`src/rtl/mux_ctrl_defs.sv`:
```
// Shared definitions for the round-robin 4:1 mux arbiter.
package mux_ctrl_defs;

  localparam int unsigned NREQ = 4;
  localparam int unsigned SELW = 2;

  typedef enum logic {
    ST_IDLE = 1'b0,
    ST_BUSY = 1'b1
  } state_e;

  function automatic logic [NREQ-1:0] onehot_sel(input logic [SELW-1:0] sel);
    logic [NREQ-1:0] oh;
    oh      = '0;
    oh[sel] = 1'b1;
    return oh;
  endfunction

endpackage

```
`src/rtl/mux4.sv`:
```
// Single-bit 4:1 mux used by the data path, one instance per data bit.
module mux4 (
  input  logic [3:0] d,
  input  logic [1:0] sel,
  output logic       y
);

  always_comb begin
    y = d[0];
    case (sel)
      2'd0:    y = d[0];
      2'd1:    y = d[1];
      2'd2:    y = d[2];
      default: y = d[3];
    endcase
  end

endmodule

```
`src/rtl/rr_pick4.sv`:
```
// Rotating-priority picker: first set request at or after ptr, wrapping mod 4.
import mux_ctrl_defs::*;

module rr_pick4 (
  input  logic [NREQ-1:0] req,
  input  logic [SELW-1:0] ptr,
  output logic            any,
  output logic [SELW-1:0] idx
);

  logic [SELW-1:0] cand;
  logic            found;

  always_comb begin
    any   = |req;
    idx   = ptr;
    cand  = ptr;
    found = 1'b0;
    for (int k = 0; k < NREQ; k++) begin
      cand = ptr + SELW'(k);
      if (!found && req[cand]) begin
        idx   = cand;
        found = 1'b1;
      end
    end
  end

endmodule

```
`src/rtl/mux4_rr_arbiter.sv`:
```
// Round-robin arbiter driving a registered 4:1 mux select with optional hold timeout.
import mux_ctrl_defs::*;

module mux4_rr_arbiter #(
  parameter int unsigned DW       = 1,
  parameter int unsigned MAX_HOLD = 8,
  parameter int unsigned CW       = 4
) (
  input  logic               clk,
  input  logic               rst_n,
  input  logic [NREQ-1:0]    req,
  input  logic [NREQ*DW-1:0] i,
  output logic [NREQ-1:0]    grant,
  output logic [SELW-1:0]    s,
  output logic [DW-1:0]      y,
  output logic               valid,
  output logic               preempt
);

  localparam bit            HOLD_EN   = (MAX_HOLD != 0);
  localparam logic [CW-1:0] HOLD_LAST = HOLD_EN ? CW'(MAX_HOLD - 1) : '0;

  state_e          state_q, state_d;
  logic [NREQ-1:0] grant_q, grant_d;
  logic [SELW-1:0] s_q, s_d;
  logic [SELW-1:0] ptr_q, ptr_d;
  logic [CW-1:0]   cnt_q, cnt_d;
  logic            preempt_q, preempt_d;

  logic            pick_any;
  logic [SELW-1:0] pick_idx;

  rr_pick4 u_pick (
    .req (req),
    .ptr (ptr_q),
    .any (pick_any),
    .idx (pick_idx)
  );

  always_ff @(posedge clk or negedge rst_n) begin
    if (!rst_n) begin
      state_q   <= ST_IDLE;
      grant_q   <= '0;
      s_q       <= '0;
      ptr_q     <= '0;
      cnt_q     <= '0;
      preempt_q <= 1'b0;
    end else begin
      state_q   <= state_d;
      grant_q   <= grant_d;
      s_q       <= s_d;
      ptr_q     <= ptr_d;
      cnt_q     <= cnt_d;
      preempt_q <= preempt_d;
    end
  end

  // Release wins over timeout when the owner drops req on the limit cycle.
  always_comb begin
    state_d   = state_q;
    grant_d   = grant_q;
    s_d       = s_q;
    ptr_d     = ptr_q;
    cnt_d     = cnt_q;
    preempt_d = 1'b0;
    case (state_q)
      ST_IDLE: begin
        if (pick_any) begin
          state_d = ST_BUSY;
          grant_d = onehot_sel(pick_idx);
          s_d     = pick_idx;
          cnt_d   = '0;
        end
      end
      ST_BUSY: begin
        if (!req[s_q]) begin
          state_d = ST_IDLE;
          grant_d = '0;
          ptr_d   = s_q + SELW'(1);
        end else if (HOLD_EN && (cnt_q == HOLD_LAST)) begin
          state_d   = ST_IDLE;
          grant_d   = '0;
          ptr_d     = s_q + SELW'(1);
          preempt_d = 1'b1;
        end else if (HOLD_EN) begin
          cnt_d = cnt_q + CW'(1);
        end
      end
      default: state_d = ST_IDLE;
    endcase
  end

  assign grant   = grant_q;
  assign s       = s_q;
  assign preempt = preempt_q;
  assign valid   = (state_q == ST_BUSY) && req[s_q];

  for (genvar b = 0; b < DW; b++) begin : g_bit
    logic [NREQ-1:0] lane_bits;
    for (genvar k = 0; k < NREQ; k++) begin : g_lane
      assign lane_bits[k] = i[k*DW + b];
    end
    mux4 u_mux (
      .d   (lane_bits),
      .sel (s_q),
      .y   (y[b])
    );
  end

endmodule

```
`config.mk`:
```
export PLATFORM = sky130hd
export DESIGN_NAME = mux4_rr_arbiter
export DESIGN_NICKNAME = d
export VERILOG_FILES = /design/src/rtl/mux_ctrl_defs.sv /design/src/rtl/mux4.sv /design/src/rtl/rr_pick4.sv /design/src/rtl/mux4_rr_arbiter.sv
export SDC_FILE = /design/constraint.sdc
export NUM_CORES = 1
export LEC_CHECK = 0
export BUFFER_PORTS_ARGS = -buffer_cell sky130_fd_sc_hd__buf_2
export CAP_MARGIN = 10
export CORE_MARGIN = 1
export CORE_UTILIZATION = 25
export CTS_CLUSTER_DIAMETER = 150
export DETAILED_ROUTE_END_ITERATION = 6
export PLACE_DENSITY = 0.44
export SETUP_SLACK_MARGIN = 0.02
export SLEW_MARGIN = 20
export SYNTH_ARGS = -nofsm -noshare
export SYNTH_HDL_FRONTEND = slang
export SYNTH_SLANG_ARGS = --single-unit
```
`constraint.sdc`:
```
create_clock -name clk -period 4.7 [get_ports clk]
set_clock_uncertainty 0.05 [all_clocks]
set_input_delay 0.235 -clock clk [delete_from_list [all_inputs] [get_ports clk]]
set_output_delay 0.235 -clock clk [all_outputs]
set_load 0.05 [all_outputs]
```
==> out/results.tsv, run 1 <==
metric	value	unit
status	finished with violations	
failing checks	DRC	
fin crit share	0.432	
Worst Path Arrival	1.75	ns
WP data required	4.41	ns
Post-Synthesis Cells	75	
top cells by area, synth	dfrtp_1 45%, ha_1 8.0%, o21ai_0 3.9%	
Final Setup Violations	0	
Starting Density	0.273	
Vias/cell	5.06	
clock latency on the worst-skew pair	0.29	ns
Clock Root Buffer	clkbuf_4	
Post-CTS Resized	0	
count of final max-slew check failures	0	
crit end category	output pin	
Placer Congestion	0.798	
Critical path buffers and inverters	2	
vias	648	
num rows	19	
PD cells	708	nW/um^2
DP HPWL	1.27	mm
Die Span Y	57.8	um
setup bufs post-CTS	0	
ANT nets after route	0	
# nets final	113	
CP max-delay cell	dfrtp_1	
syn nets	90	
first-pass GRT wire length	2.91	mm
synth unique cells	32	
crit path max fanout	5	
layout cells sized above 1	0.299	
Final Instance Count excl. Fillers	128	
DR pass1 iterations	6	
mapped cell area	778	sq um
Die ar.	3340	sq um
post-placement cell count	123	
Power Total	672	uW
initial antenna violation count	0	
most instantiated library cell after synthesis	dfrtp_1	
CP Cell Sequence	inv_1 -> ha_1 -> a222oi_1 -> mux2i_1 -> buf_2	
unrepaired setup endpoints after global routing	false	
initial DRC count	14	
Num CTS Buffers	3	
Worst VDD drop	0.320	mV
per-cell routed wire length	13.2	um
f_max	492	MHz
Area Overhead vs Synth	21.9	%
Synth top cells by count	14 x dfrtp_1, 6 x inv_1, 6 x nand2_1, 6 x o21ai_0	
Routed WL	1.69	mm
hold slack final	0.306	ns
# H-tree levels	1	
Inserted Diodes	0	
Setup crit start	s[0]	
slew at the pin with the worst max-slew slack	0.320	ns
Hold Vio Cnt, Final	0	
clock sink total	14	
Min-Delay Path Class	input pin to async pin	
sequential cell area fraction in the yosys report	0.450	
clock slew at reported path FFs	0.10	ns
Core ar.	2850	sq um
I/O Buffers	18	
max cap viols	0	
crit-path leading delay family	flip-flops	
post-synth top area cell	dfrtp_1	
Setup TNS	0	ns
slew margin rel.	0.786	
syn_area_per_cell	10.4	sq um
Remaining Overflow, GRT	0	
CTS tree	yes	
Post-synth EDFFs	0	
Synth Register Bits	14	
Total GRT Usage	0.116	
Tmin final	2.03	ns
vias in the first global route	637	
Syn. warnings	0	
critical path's largest stage delay	0.45	ns
Synth top area share	0.450	
worst setup path category	register to output pin	
pin count of the biggest net entering global routing	15	
I/O pin count	19	
most common flop cell mapped by yosys	dfrtp_1	
clock tree buffer depth	2	
# DRC	2	
die span in x	57.8	um
Async S/R FF share, synth	1.00	
RR Startpoint	s[0]	
Pleak	0.000472	uW
Worst setup SP type	register	
-- sequential cells by signal, indices dropped and copies added (netlist names) --
register,count
grant,4
s,2
ptr_q,2
state_q,1
cnt_q,4
preempt,1
-- through the flow --
step | cell area, sq um | utilization | setup WS [ns]
after floorplan | 778 | - | 2.61
after global placement | 902 | 0.316 | 3.01
after detailed placement | 902 | 0.316 | 2.96
after CTS | 948 | 0.332 | 2.62
after global routing | 948 | 0.332 | 2.50
final | 948 | 0.332 | 2.67
-- power breakdown --
group	switching (uW)	total (uW)	internal [uW]	leakage, uW
logic	248	366	117	0.000271
clock network	43.7	90.8	47.2	0.0000210
registers	48.4	215	167	0.000181
-- layer usage --
layer	GRT usage	vias up	wire length, um
li1	-	319	-
met5	0	-	0
met3	0.0201	2	71
met1	0.164	313	848
met4	0.0510	0	11
met2	0.176	14	753
-- cells by family after synthesis --
family | share of synthesized area
AND/OR/NAND/NOR | 0.151
flip-flops | 0.450
AO/OA/AOI/OAI | 0.214
buffers and inverters | 0.0354
multiplexers | 0.0691
adder cells (fa/ha/maj) | 0.0804
-- cells in the final DEF (no fill, tap or decap), drive strengths merged --
cell type | synthesis | routed
a22o | 2 | 2
inv | 6 | 6
o22ai | 2 | 2
a222oi | 1 | 1
a31oi | 1 | 1
o31ai | 1 | 1
o21ai | 6 | 6
mux2 | 1 | 1
o21bai | 1 | 1
nor2 | 5 | 5
nand4 | 1 | 1
clkbuf | 1 | 4
a21oi | 1 | 1
dlygate4sd3 | 0 | 1
nor4 | 1 | 1
nand2 | 6 | 6
a21boi | 2 | 2
mux2i | 2 | 2
nor2b | 1 | 1
mux4 | 1 | 1
nand3b | 1 | 1
o211ai | 1 | 1
nor3b | 1 | 1
a211o | 1 | 1
o2bb2ai | 2 | 2
dfrtp | 14 | 14
and2b | 1 | 1
buf | 0 | 18
ha | 5 | 5
o22a | 1 | 1
nand3 | 5 | 5
or2 | 1 | 1
-- final timing paths --
path | to | slack [ns] | cells past startpoint
min in group clk | grant[1] | 0.31 | 3
worst max register to register | ptr_q[1] | 2.96 | 3
worst min-delay path | s[1] | 0.31 | 2
max in group asynchronous | cnt_q[2] | 4.05 | 2
worst min register to register | cnt_q[3] | 0.45 | 1
worst max-delay path | y | 2.67 | 5
-- layout make-up --
type	instances	area (sq um)
Clock buffer	4	36.3
Sequential cell	14	350
Tap cell	31	38.8
Inverter	6	22.5
Timing Repair Buffer	19	100
Fill cell	310	1900
Multi-Input combinational cell	54	400
-- timing repair --
item                                    4_1_cts  5_1_grt
endpoints found under the setup margin        0        0
hold buffers                                  1        0
hold endpoints to repair                     14        0
(Power assumes the default switching activity.)
==> run 2, diff against run 1 <==
Settings changed: PLACE_DENSITY 0.44 to 0.46.
Clock period 4.7 ns to 1.7 ns, I/O delays scaled along.
==> out/results.tsv, run 2 (same netlist as run 1, synthesis figures left out) <==
metric	value	unit	change
Total GRT Usage	0.110		-0.00620
Worst VDD drop	0.930	mV	+190%
Area Overhead vs Synth	35.0	%	
pin count of the biggest net entering global routing	15		unchanged
# H-tree levels	1		unchanged
power share of the clock group	0.089		-0.046
fillcell total	285		-8.1%
Inserted Diodes	0		unchanged
Final Setup Violations	3		+3
WP data required	1.81	ns	-2.60 ns
commonest cells after routing, fill and taps aside	16 x buf_2, 12 x dfrtp_1, 6 x o21ai_0, 6 x buf_4, 5 x nand2_1		
# nets final	120		+6.2%
DP HPWL	1.20	mm	-5.5%
Sw Share	0.484		-0.0229
Min-Delay Path Class	input pin to async pin		
f_max	572	MHz	
num rows	19		unchanged
# DRC	2		unchanged
DR top layer	met4		
Seq pwr share	0.287		-0.034
met3 wire len	65	um	-8.5%
unrepaired setup endpoints after global routing	true		
I/O Buffers	18		unchanged
Die Span Y	57.8	um	unchanged
Vias/cell	4.86		-4.0%
ANT nets after route	0		unchanged
worst setup path category	register to register		
initial antenna violation count	0		unchanged
CP Cell Sequence	buf_4 -> mux4_2 -> a21boi_4 -> mux2_4		
status	finished with violations		
fin crit share	1.03		
clock sink total	14		unchanged
critical path's largest stage delay	0.55	ns	+0.10 ns
die span in x	57.8	um	unchanged
CP max-delay cell	mux4_2		
worst setup slack after layout	-0.0492	ns	-2.72 ns
Worst Path Arrival	1.86	ns	+0.11 ns
slew at the pin with the worst max-slew slack	0.364	ns	+0.0436 ns
RR Startpoint	s[0]		
initial DRC count	11		-3
met1 WL	803	um	-5.3%
P_int	1060	uW	+220%
crit end category	register		
Routed WL	1.63	mm	-3.3%
Tmin final	1.75	ns	
Pleak	0.000508	uW	+7.5%
clock latency on the worst-skew pair	0.27	ns	-0.02 ns
failing checks	DRC, setup timing		
crit path max fanout	3		-2
Power Total	2060	uW	+210%
Die ar.	3340	sq um	unchanged
Combinational Power Share	0.624		+0.080
CTS tree	yes		
Hold Vio Cnt, Final	0		unchanged
Num CTS Buffers	3		unchanged
Remaining Overflow, GRT	0		unchanged
slew margin rel.	0.757		-0.0291
hold slack final	0.185	ns	-0.122 ns
first-pass GRT wire length	2.76	mm	-5.2%
Placer Congestion	0.806		+1.0%
DR pass1 iterations	7		+1
met2 WL post-DR	746	um	-0.93%
clock tree buffer depth	2		unchanged
vias in the first global route	647		+1.6%
Starting Density	0.273		unchanged
PD cells	1960	nW/um^2	+180%
Setup crit start	s[0]		
count of final max-slew check failures	0		unchanged
I/O pin count	19		unchanged
switching power	996	uW	+190%
FF-to-FF path depth	4		+1
Core ar.	2850	sq um	unchanged
commonest non-fill, non-tap cell in the layout	buf_2		
Clock Root Buffer	clkbuf_4		
Worst setup SP type	register		
per-cell routed wire length	12.2	um	-7.7%
max cap viols	0		unchanged
pre-CTS WS	0.0645	ns	-2.90 ns
vias	651		+0.46%
layout cells sized above 1	0.427		+0.128
clock slew at reported path FFs	0.08	ns	-0.02 ns
-- run 2: cell types whose count changed in the layout (fill, tap and decap cells not counted), moves of 2 or more --
cell | previous run | this run
buf_2 | 18 | 16
buf_4 | 0 | 6
buf_6 | 0 | 3
dfrtp_1 | 14 | 12
dfrtp_2 | 0 | 2
ha_1 | 5 | 3
inv_1 | 6 | 4
-- run 2: repair_timing --
item / in CTS / in global routing
setup buffers: 4 / 2
endpoints found under the setup margin: 2 / 8
gates resized for setup: 12 / 4
hold buffers: 1 / 0
hold endpoints to repair: 14 / 0
pin swaps: 3 / 3
cloned: 0 / 0
-- run 2: critical path: cells and delay by family (launching register included) --
kind            cells  cell delay, ns
mux                 2            0.87
compound gates      1            0.25
flops               1            0.37
buf+inv             1            0.11
-- run 2: cell type report --
| class | instances | area, sq um | share of cell area |
|---|---|---|---|
| Multi-Input combinational cell | 54 | 443 | 0.421 |
| Sequential cell | 14 | 353 | 0.336 |
| Timing Repair Buffer | 26 | 169 | 0.161 |
| Tap cell | 31 | 38.8 | 0.0369 |
| Inverter | 6 | 25.0 | 0.0238 |
| Clock buffer | 3 | 22.5 | 0.0214 |
-- run 2: path summary, 6_finish.rpt --
kind | endpoint | slack, ns
min in group clk | grant[1] | 0.19
max reg2reg | ptr_q[1] | -0.05
max in group asynchronous | s[0] | 1.15
max | ptr_q[1] | -0.05
min | cnt_q[2] | 0.18
min reg2reg | grant[3] | 0.44
-- run 2: layer usage --
layer | GRT usage | vias up
li1 | - | 333
met1 | 0.147 | 301
met2 | 0.169 | 15
met3 | 0.0268 | 2
met4 | 0.0510 | 0
met5 | 0 | -
-- run 2: through the flow --
stage	util	cell area [sq um]	instances	setup TNS [ns]
floorplan	-	785	75	-0.383
global placement	0.321	916	124	0
detailed placement	0.321	916	124	0
CTS	0.356	1010	132	-0.147
global route	0.368	1050	134	-0.361
finish	0.368	1050	134	-0.0953
-- run 2: power groups by stage --
stage / registers (uW) / logic [uW] / clock network, uW
after floorplan: 809 / 586 / 0
after global placement: 593 / 1050 / 0
after detailed placement: 593 / 1050 / 0
after CTS: 587 / 1210 / 195
after global routing: 616 / 1400 / 209
final: 591 / 1290 / 182
